[config.mk]
export PLATFORM = sky130hd
export DESIGN_NAME = light_zone_scheduler
export DESIGN_NICKNAME = d
export VERILOG_FILES = /design/src/rtl/light_zone_scheduler.sv
export SDC_FILE = /design/constraint.sdc
export NUM_CORES = 1
export LEC_CHECK = 0
export CORE_MARGIN = 4
export CORE_UTILIZATION = 57
export DETAILED_ROUTE_END_ITERATION = 16
export PLACE_DENSITY_LB_ADDON = 0.2
export SYNTH_ARGS = -nofsm -noshare
export SYNTH_HDL_FRONTEND = slang
export SYNTH_SLANG_ARGS = --single-unit
[constraint.sdc]
create_clock -name clk -period 3.7 [get_ports clk]
set_input_delay 1.11 -clock clk [delete_from_list [all_inputs] [get_ports clk]]
set_output_delay 1.11 -clock clk [all_outputs]
set_load 0.005 [all_outputs]
[src/rtl/light_zone_scheduler.sv]
// Multi-zone occupancy lighting scheduler: per-zone OFF/REQ/ON/HOLD FSMs with
// hold timers, and a round-robin arbiter that caps lit zones at MAX_ON.
module light_zone_scheduler #(
    parameter int ZONES       = 4,
    parameter int MAX_ON      = 2,
    parameter int HOLD_CYCLES = 8
) (
    input  logic                       clk,
    input  logic                       reset,
    input  logic                       enable,
    input  logic [ZONES-1:0]           pir,
    output logic [ZONES-1:0]           light,
    output logic [ZONES-1:0]           waiting,
    output logic [$clog2(ZONES+1)-1:0] on_count
);
    localparam int CNT_W  = $clog2(ZONES + 1);
    localparam int PTR_W  = $clog2(ZONES);
    localparam int HOLD_W = $clog2(HOLD_CYCLES);

    localparam logic [CNT_W-1:0]  MAX_ON_C  = CNT_W'(MAX_ON);
    localparam logic [HOLD_W-1:0] HOLD_LOAD = HOLD_W'(HOLD_CYCLES - 1);
    localparam logic [HOLD_W-1:0] HOLD_ZERO = {HOLD_W{1'b0}};
    localparam logic [HOLD_W-1:0] HOLD_ONE  = HOLD_W'(1);
    localparam logic [CNT_W-1:0]  CNT_ONE   = CNT_W'(1);

    typedef enum logic [1:0] {
        S_OFF  = 2'd0,
        S_REQ  = 2'd1,
        S_ON   = 2'd2,
        S_HOLD = 2'd3
    } zone_state_t;

    logic [ZONES-1:0]  r_pir_meta;
    logic [ZONES-1:0]  r_pir_s;
    zone_state_t       r_state     [ZONES];
    zone_state_t       w_state_nxt [ZONES];
    logic [HOLD_W-1:0] r_hold_cnt  [ZONES];
    logic [HOLD_W-1:0] w_hold_nxt  [ZONES];
    logic [PTR_W-1:0]  r_rr_ptr;
    logic [PTR_W-1:0]  w_rr_nxt;
    logic [CNT_W-1:0]  r_on_count;
    logic [CNT_W-1:0]  w_on_count_nxt;
    logic [ZONES-1:0]  w_eligible;
    logic              w_grant_vld;
    logic [PTR_W-1:0]  w_grant_idx;

    // Zone index 'off' places after 'base', wrapping modulo ZONES.
    function automatic logic [PTR_W-1:0] wrap_idx(input logic [PTR_W-1:0] base, input int off);
        int sum;
        sum = int'(base) + off;
        sum = (sum >= ZONES) ? (sum - ZONES) : sum;
        return sum[PTR_W-1:0];
    endfunction

    // Eligibility: waiting zone still occupied while a budget slot is free.
    always_comb begin
        for (int i = 0; i < ZONES; i++) begin
            w_eligible[i] = enable && (r_on_count < MAX_ON_C) &&
                            (r_state[i] == S_REQ) && r_pir_s[i];
        end
    end

    // Round-robin pick: scanning from the far end leaves the zone closest to rr_ptr.
    always_comb begin
        w_grant_vld = 1'b0;
        w_grant_idx = {PTR_W{1'b0}};
        for (int k = ZONES - 1; k >= 0; k--) begin
            w_grant_vld = w_grant_vld | w_eligible[wrap_idx(r_rr_ptr, k)];
            w_grant_idx = w_eligible[wrap_idx(r_rr_ptr, k)] ? wrap_idx(r_rr_ptr, k) : w_grant_idx;
        end
        w_rr_nxt = w_grant_vld ? wrap_idx(w_grant_idx, 1) : r_rr_ptr;
    end

    // Per-zone next state, hold timers and next-state lit count.
    always_comb begin
        w_on_count_nxt = {CNT_W{1'b0}};
        for (int i = 0; i < ZONES; i++) begin
            w_state_nxt[i] = r_state[i];
            w_hold_nxt[i]  = r_hold_cnt[i];
            if (!enable) begin
                w_state_nxt[i] = S_OFF;
                w_hold_nxt[i]  = HOLD_ZERO;
            end else begin
                case (r_state[i])
                    S_OFF: begin
                        if (r_pir_s[i]) begin
                            w_state_nxt[i] = S_REQ;
                        end else begin
                            w_state_nxt[i] = S_OFF;
                        end
                    end
                    S_REQ: begin
                        if (!r_pir_s[i]) begin
                            w_state_nxt[i] = S_OFF;
                        end else if (w_grant_vld && (w_grant_idx == PTR_W'(i))) begin
                            w_state_nxt[i] = S_ON;
                        end else begin
                            w_state_nxt[i] = S_REQ;
                        end
                    end
                    S_ON: begin
                        if (!r_pir_s[i]) begin
                            w_state_nxt[i] = S_HOLD;
                            w_hold_nxt[i]  = HOLD_LOAD;
                        end else begin
                            w_state_nxt[i] = S_ON;
                        end
                    end
                    S_HOLD: begin
                        // Re-occupancy keeps its slot, so no arbitration is needed.
                        if (r_pir_s[i]) begin
                            w_state_nxt[i] = S_ON;
                            w_hold_nxt[i]  = HOLD_ZERO;
                        end else if (r_hold_cnt[i] == HOLD_ZERO) begin
                            w_state_nxt[i] = S_OFF;
                        end else begin
                            w_hold_nxt[i] = r_hold_cnt[i] - HOLD_ONE;
                        end
                    end
                    default: begin
                        w_state_nxt[i] = S_OFF;
                        w_hold_nxt[i]  = HOLD_ZERO;
                    end
                endcase
            end
            if ((w_state_nxt[i] == S_ON) || (w_state_nxt[i] == S_HOLD)) begin
                w_on_count_nxt = w_on_count_nxt + CNT_ONE;
            end else begin
                w_on_count_nxt = w_on_count_nxt;
            end
        end
    end

    // State registers: PIR synchronizers, zone FSMs, hold timers, arbiter pointer, lit count.
    always_ff @(posedge clk or posedge reset) begin
        if (reset) begin
            r_pir_meta <= {ZONES{1'b0}};
            r_pir_s    <= {ZONES{1'b0}};
            r_rr_ptr   <= {PTR_W{1'b0}};
            r_on_count <= {CNT_W{1'b0}};
            for (int i = 0; i < ZONES; i++) begin
                r_state[i]    <= S_OFF;
                r_hold_cnt[i] <= HOLD_ZERO;
            end
        end else begin
            r_pir_meta <= pir;
            r_pir_s    <= r_pir_meta;
            r_rr_ptr   <= w_rr_nxt;
            r_on_count <= w_on_count_nxt;
            for (int i = 0; i < ZONES; i++) begin
                r_state[i]    <= w_state_nxt[i];
                r_hold_cnt[i] <= w_hold_nxt[i];
            end
        end
    end

    // Output decode straight from the zone state registers.
    always_comb begin
        for (int i = 0; i < ZONES; i++) begin
            light[i]   = (r_state[i] == S_ON) || (r_state[i] == S_HOLD);
            waiting[i] = (r_state[i] == S_REQ);
        end
        on_count = r_on_count;
    end

endmodule

==> reports/qor.csv, run 1 <==
metric,value,unit
dpl.hpwl,3.26,mm
wl,5.82,mm
p_leak,1.28,nW
syn_nets,255,
core_area,3420,um2
ys_warn_count,0,
die_area,4640,um2
synth-async-reset-ratio,1.00,
overflow,0,
crit_fanout,5,
fin_hold_ws,0.348,ns
synth_cells,233,
p_per_area,267,nW/um2
synth_area_leaders,"dfrtp_1, ha_1, nand2_1",
hold_buffers,0,
power_frac_clock,0.281,
critical-path-top-delay-family,compound AO/OA/AOI/OAI gates,
drc,0,
timing.fmax,0.250,GHz
synth_cell_types,42,
synth_area_per_cell,8.83,um2
pwr-share-seq,0.533,
gp_congestion,0.895,
drtPass1Iterations,5,
power.switching,0.214,mW
numCtsBuffers,5,
finalClockSkew,0.0101,ns
finalCriticalPeriod,3.99,ns
finalSetupViolCount,5,
max_stage_delay,0.43,ns
violations,setup timing,
ys_ff_latch,33,
switching_share,0.287,
num_antenna_cells,0,
comb_power_share,0.186,
die_w,68.1,um
slew_viol_final,0,
fin_ws,-0.292,ns
grt_max_degree,18,
critPathLaunchType,input pin,
place_area,2480,um2
cts_sinks,33,
grtUsageTotal,0.270,
finalInstanceArea,2800,um2
seq_area_frac_synth,0.401,
crit_required,3.92,ns
syn_area,2060,um2
port_buffers,17,
slew-limit-headroom,0.590,
grt_pass1_vias,1943,
end_kind,flop,
fp.dieH,68.1,um
start_util,0.603,
ir_drop,0.229,mV
fin_nets,312,
worst_pin_slew,0.615,ns
synth_top_area_share,0.401,
cp_num_buf_inv,3,
antenna_left,0,
crit_type,in -> reg,
critPathArrivalTime,4.22,ns
pin_count,18,
clock_latency,0.34,ns
cpMaxStageDelayCell,or3b_4,
cellInternalPower,0.532,mW
htreeDepth,2,
grt_pass1_wl,9.07,mm
drv_cap,0,
cts.path.max_buffers,2,
status,finished with violations,
min_path_type,reg -> reg,
first_iter_violations,193,
wl_per_cell,17.3,um
cts-root-buf,clkbuf_4,
synth_ff_type,dfrtp_1,
cts_tree,done,
synth_top_area_cell,dfrtp_1,
cp_cell_sequence,"buf_6, or3b_4, nor2_4, o221ai_2, a21o_1, inv_2, ha_4, nand2_2, a21oi_2, o21a_1, o21ai_1, ha_1, inv_2, a21oi_1, a31oi_2, o2111ai_2, ha_4, a21boi_2, xnor2_1",
fp-row-count,21,
post-route-period-util,1.08,
antenna_found_initial,0,
area_growth,36.0,%
synth_edf_count,0,
rsz0062_at_grt,true,
vias_per_cell,5.96,
clkTransAtPathRegs,0.10,ns
num_vias,2001,
finalHoldViolCount,0,
drive_above_1_share,0.297,
## state kept, by name, summed over array words and instances (netlist names)
signal and count:
r_hold_cnt 12, r_state 8, r_pir_meta 4, r_pir_s 4, on_count 3, r_rr_ptr 2
## Yosys cell counts (2+ instances only)
| cell | instances |
|---|---|
| o22a_1 | 2 |
| nand2_1 | 23 |
| o211ai_1 | 7 |
| nor2_1 | 23 |
| o2111ai_1 | 2 |
| o21a_1 | 10 |
| nand3b_1 | 9 |
| ha_1 | 15 |
| nor3b_1 | 3 |
| a21o_1 | 2 |
| clkbuf_1 | 12 |
| inv_1 | 20 |
| nand3_1 | 2 |
| a21oi_1 | 16 |
| o21ai_0 | 11 |
| dfrtp_1 | 33 |
| nand2b_1 | 2 |
| o221ai_1 | 2 |
| a22oi_1 | 2 |
| and2_1 | 5 |
| nor2b_1 | 6 |
| xnor2_1 | 2 |
| o311a_1 | 2 |
| o22ai_1 | 2 |
| a211oi_1 | 3 |
## cell usage in the layout, fill, tap and decap left out, types with 2 or more instances in the layout
cell              n
a211oi_1          3
a21o_4            2
a21oi_1          13
a21oi_2           4
a22oi_1           2
and2_1            4
buf_4            45
buf_6             2
clkbuf_4          5
clkdlybuf4s50_1  16
dfrtp_1          33
ha_1             12
ha_4              2
inv_1            18
inv_2             2
nand2_1          20
nand2_2           3
nand2b_1          2
nand3b_1          9
nor2_1           18
nor2_2            2
nor2_4            3
nor2b_1           6
nor3b_1           2
o2111ai_1         2
o211ai_1          7
o21a_1           10
o21ai_0           8
o21ai_1           2
o221ai_2          2
o22a_1            2
o311a_1           2
## final cells by class
cell class | count | area (um2)
clock buffers | 7 | 55.1
flip-flops and latches | 33 | 826
fillers | 200 | 617
well taps | 46 | 57.6
inverters | 21 | 78.8
multi-input cells | 166 | 1260
repair buffers | 63 | 520
## power groups by stage
stage                     combinational, mW  clock [mW]  sequential (mW)
final                                 0.139       0.210            0.398
after global routing                  0.151       0.228            0.399
after CTS                             0.124       0.211            0.393
after detailed placement              0.105           0            0.398
after global placement                0.103           0            0.397
after floorplan                      0.0662           0            0.390
## stage by stage
| stage | TNS [ns] | worst slack [ns] | cells | total power [mW] | util |
|---|---|---|---|---|---|
| after detailed placement | -3.08 | -1.04 | 310 | 0.503 | 0.725 |
| after global placement | -2.74 | -0.951 | 310 | 0.500 | 0.725 |
| after floorplan | -0.516 | -0.260 | 233 | 0.456 | - |
| final | -0.727 | -0.292 | 336 | 0.747 | 0.819 |
| after global routing | -1.32 | -0.449 | 336 | 0.778 | 0.819 |
| after CTS | -0.0496 | -0.0369 | 332 | 0.728 | 0.795 |
## routing by layer
layer | wire length (um) | part of all wire | up-vias | track usage
met3 | 341 | 0.059 | 35 | 0.0558
met2 | 2780 | 0.48 | 102 | 0.432
met1 | 2350 | 0.40 | 937 | 0.339
met5 | 0 | 0 | - | 0
met4 | 344 | 0.059 | 0 | 0.151
li1 | - | - | 927 | -
## kinds of logic after synthesis
family | share of synthesized area
and+or+nand+nor | 0.188
AOI/OAI and AO/OA | 0.248
adders and majority gates | 0.0912
xor gates and xnor gates | 0.00851
buffers and inverters | 0.0626
DFF | 0.401
## worst register-to-register path, stage by stage (launching register included)
cell,delay (ns)
dfrtp_1,0.54
nor2b_1,0.33
nand3_4,0.15
o22ai_2,0.16
a21oi_2,0.12
o22ai_4,0.21
ha_2,0.22
nand2_2,0.06
a21oi_2,0.16
o21a_1,0.17
o21ai_1,0.08
ha_1,0.34
inv_2,0.10
a21oi_1,0.06
a31oi_2,0.17
o2111ai_2,0.18
ha_4,0.21
a21boi_2,0.16
xnor2_1,0.13
## what timing repair did
item	CTS	global route
endpoints found under the setup margin	3	5
resized for setup	20	14
buffers inserted	15	6
pin swaps	12	13
## worst paths after layout
kind                                from       endpoint  slack [ns]  cells past startpoint
max                               enable    on_count[2]       -0.29                     19
min                        r_pir_meta[2]     r_pir_s[2]        0.35                      0
max reg2reg                   r_state[6]    on_count[2]        0.04                     18
min reg2reg                r_pir_meta[2]     r_pir_s[2]        0.35                      0
max in group asynchronous          reset     r_state[5]        1.90                      3
min in group asynchronous          reset  r_hold_cnt[2]        1.13                      2
Note: power is estimated with default switching activity, not from simulation.
==> inputs of run 2 (changes only) <==
CTS_BUF_LIST = sky130_fd_sc_hd__clkbuf_8 sky130_fd_sc_hd__clkbuf_16   (was unset)
SETUP_SLACK_MARGIN = 0.15   (was unset)
==> reports/qor.csv, run 2 (synthesized netlist as in run 1, its figures left out) <==
metric,value,unit,change
status,finished with violations,,unchanged
slew_viol_final,0,,unchanged
dp_slack,-1.04,ns,unchanged
drtPass1Iterations,4,,was 5
drv_cap,0,,unchanged
postLayoutCoreUtil,0.815,,was 0.819
hold_buffers,0,,unchanged
wl_per_cell,15.9,um,was 17.3 um
p_per_area,286,nW/um2,was 267 nW/um2
pin_count,18,,unchanged
cts_sinks,33,,unchanged
reg_top3,"r_hold_cnt (12), r_state (8)",,unchanged
finalSetupViolCount,4,,was 5
gp_congestion,0.895,,unchanged
critPathLaunchType,input pin,,unchanged
overflow,0,,unchanged
slew-limit-headroom,0.594,,was 0.590
finalClockSkew,0.00532,ns,was 0.0101 ns
area_growth,35.3,%,was 36.0%
top_register,r_hold_cnt,,unchanged
numCtsBuffers,5,,unchanged
fp.dieH,68.1,um,unchanged
critPathArrivalTime,4.07,ns,was 4.22 ns
layout.area.seq,826,um2,unchanged
timing.fmax,0.256,GHz,was 0.250 GHz
violations,setup timing,,unchanged
dpl.hpwl,3.26,mm,unchanged
finalHoldViolCount,0,,unchanged
post-route-period-util,1.06,,was 1.08
grt_pass1_wl,9.18,mm,was 9.07 mm
antenna_left,0,,unchanged
drive_above_1_share,0.278,,was 0.297
cts.path.max_buffers,2,,unchanged
layout_commonest_cell,buf_4,,unchanged
core_area,3420,um2,unchanged
die_w,68.1,um,unchanged
finalCriticalPeriod,3.90,ns,was 3.99 ns
fin_nets,310,,was 312
layout_common_cells,"buf_4, dfrtp_1, nand2_1, nor2_1, inv_1",,"was buf_4, dfrtp_1, nand2_1, inv_1, nor2_1"
grtUsageTotal,0.272,,was 0.270
antenna_found_initial,0,,unchanged
multiInputGateArea,1230,um2,was 1260 um2
port_buffers,17,,unchanged
fin_ws,-0.205,ns,was -0.292 ns
p_leak,1.29,nW,was 1.28 nW
min_path_type,reg -> reg,,unchanged
fill_cells,194,,was 200
grt_pass1_vias,1950,,was 1943
grt_max_degree,18,,unchanged
rsz0062_at_grt,true,,unchanged
num_vias,1883,,was 2001
wl,5.30,mm,was 5.82 mm
die_area,4640,um2,unchanged
htreeDepth,2,,unchanged
crit_required,3.87,ns,was 3.92 ns
clock_latency,0.28,ns,was 0.34 ns
fp-row-count,21,,unchanged
finalSetupTns,-0.561,ns,was -0.727 ns
cts_tree,done,,unchanged
end_kind,flop,,unchanged
finalInstanceArea,2780,um2,was 2800 um2
drc,0,,unchanged
vias_per_cell,5.64,,was 5.96
num_antenna_cells,0,,unchanged
start_util,0.603,,unchanged
clkTransAtPathRegs,0.06,ns,was 0.10 ns
worst_pin_slew,0.609,ns,was 0.615 ns
crit_type,in -> reg,,unchanged
first_iter_violations,156,,was 193
cts-root-buf,clkbuf_8,,was clkbuf_4
ir_drop,0.259,mV,was 0.229 mV
place_area,2480,um2,unchanged
largest_reg_flops,12,,unchanged
fin_hold_ws,0.342,ns,was 0.348 ns
crit_fanout,5,,unchanged
==> run 2: report_power, final <==
part / internal, mW / switching [mW]
Sequential: 0.375 / 0.0210
Combinational: 0.0673 / 0.0655
Clock: 0.145 / 0.122
Total: 0.587 / 0.209
==> run 2: repair_timing <==
action,CTS,global route
setup endpoints to repair,4,6
cloned,0,0
pin swaps,14,4
setup buffers,15,2
resized for setup,27,1
==> run 2: layout make-up <==
type                    instances  share of cell area
repair buffers                 61               0.182
clock buffers                   6              0.0297
multi-input cells             166               0.442
well taps                      46              0.0207
inverters                      21              0.0283
clock inverters                 1             0.00135
flip-flops and latches         33               0.297
==> run 2: critical path, cell delays in order <==
cell	delay [ns]
buf_6	0.07
or3b_4	0.44
nor2_4	0.15
o221ai_2	0.10
a21o_1	0.24
inv_2	0.10
ha_4	0.14
nand2_2	0.06
a21oi_2	0.14
o21a_1	0.15
o21ai_1	0.07
ha_1	0.35
inv_2	0.09
a221oi_2	0.04
a31oi_2	0.17
o2111ai_2	0.18
ha_4	0.21
a21boi_1	0.12
xnor2_1	0.13
==> run 2: worst paths after layout <==
path,from,endpoint,slack (ns),depth (start not counted)
setup / recovery,enable,on_count[2],-0.20,19
setup reg to reg,r_state[5],on_count[2],0.20,17
hold reg to reg,r_pir_meta[2],r_pir_s[2],0.34,0
hold / removal,r_pir_meta[2],r_pir_s[2],0.34,0
min in group asynchronous,reset,r_hold_cnt[2],1.19,2
max in group asynchronous,reset,r_state[5],1.85,3
==> run 2: metrics by stage <==
stage               power [mW]  std cells
floorplan                0.456        233
detailed placement       0.503        310
global placement         0.500        310
global route             0.834        334
CTS                      0.794        332
finish                   0.795        334
==> run 2: layer usage <==
layer,GRT usage,up-vias,wire length [um]
li1,-,918,-
met1,0.336,894,2280
met2,0.438,54,2610
met3,0.0739,17,262
met4,0.127,0,149
met5,0,-,0
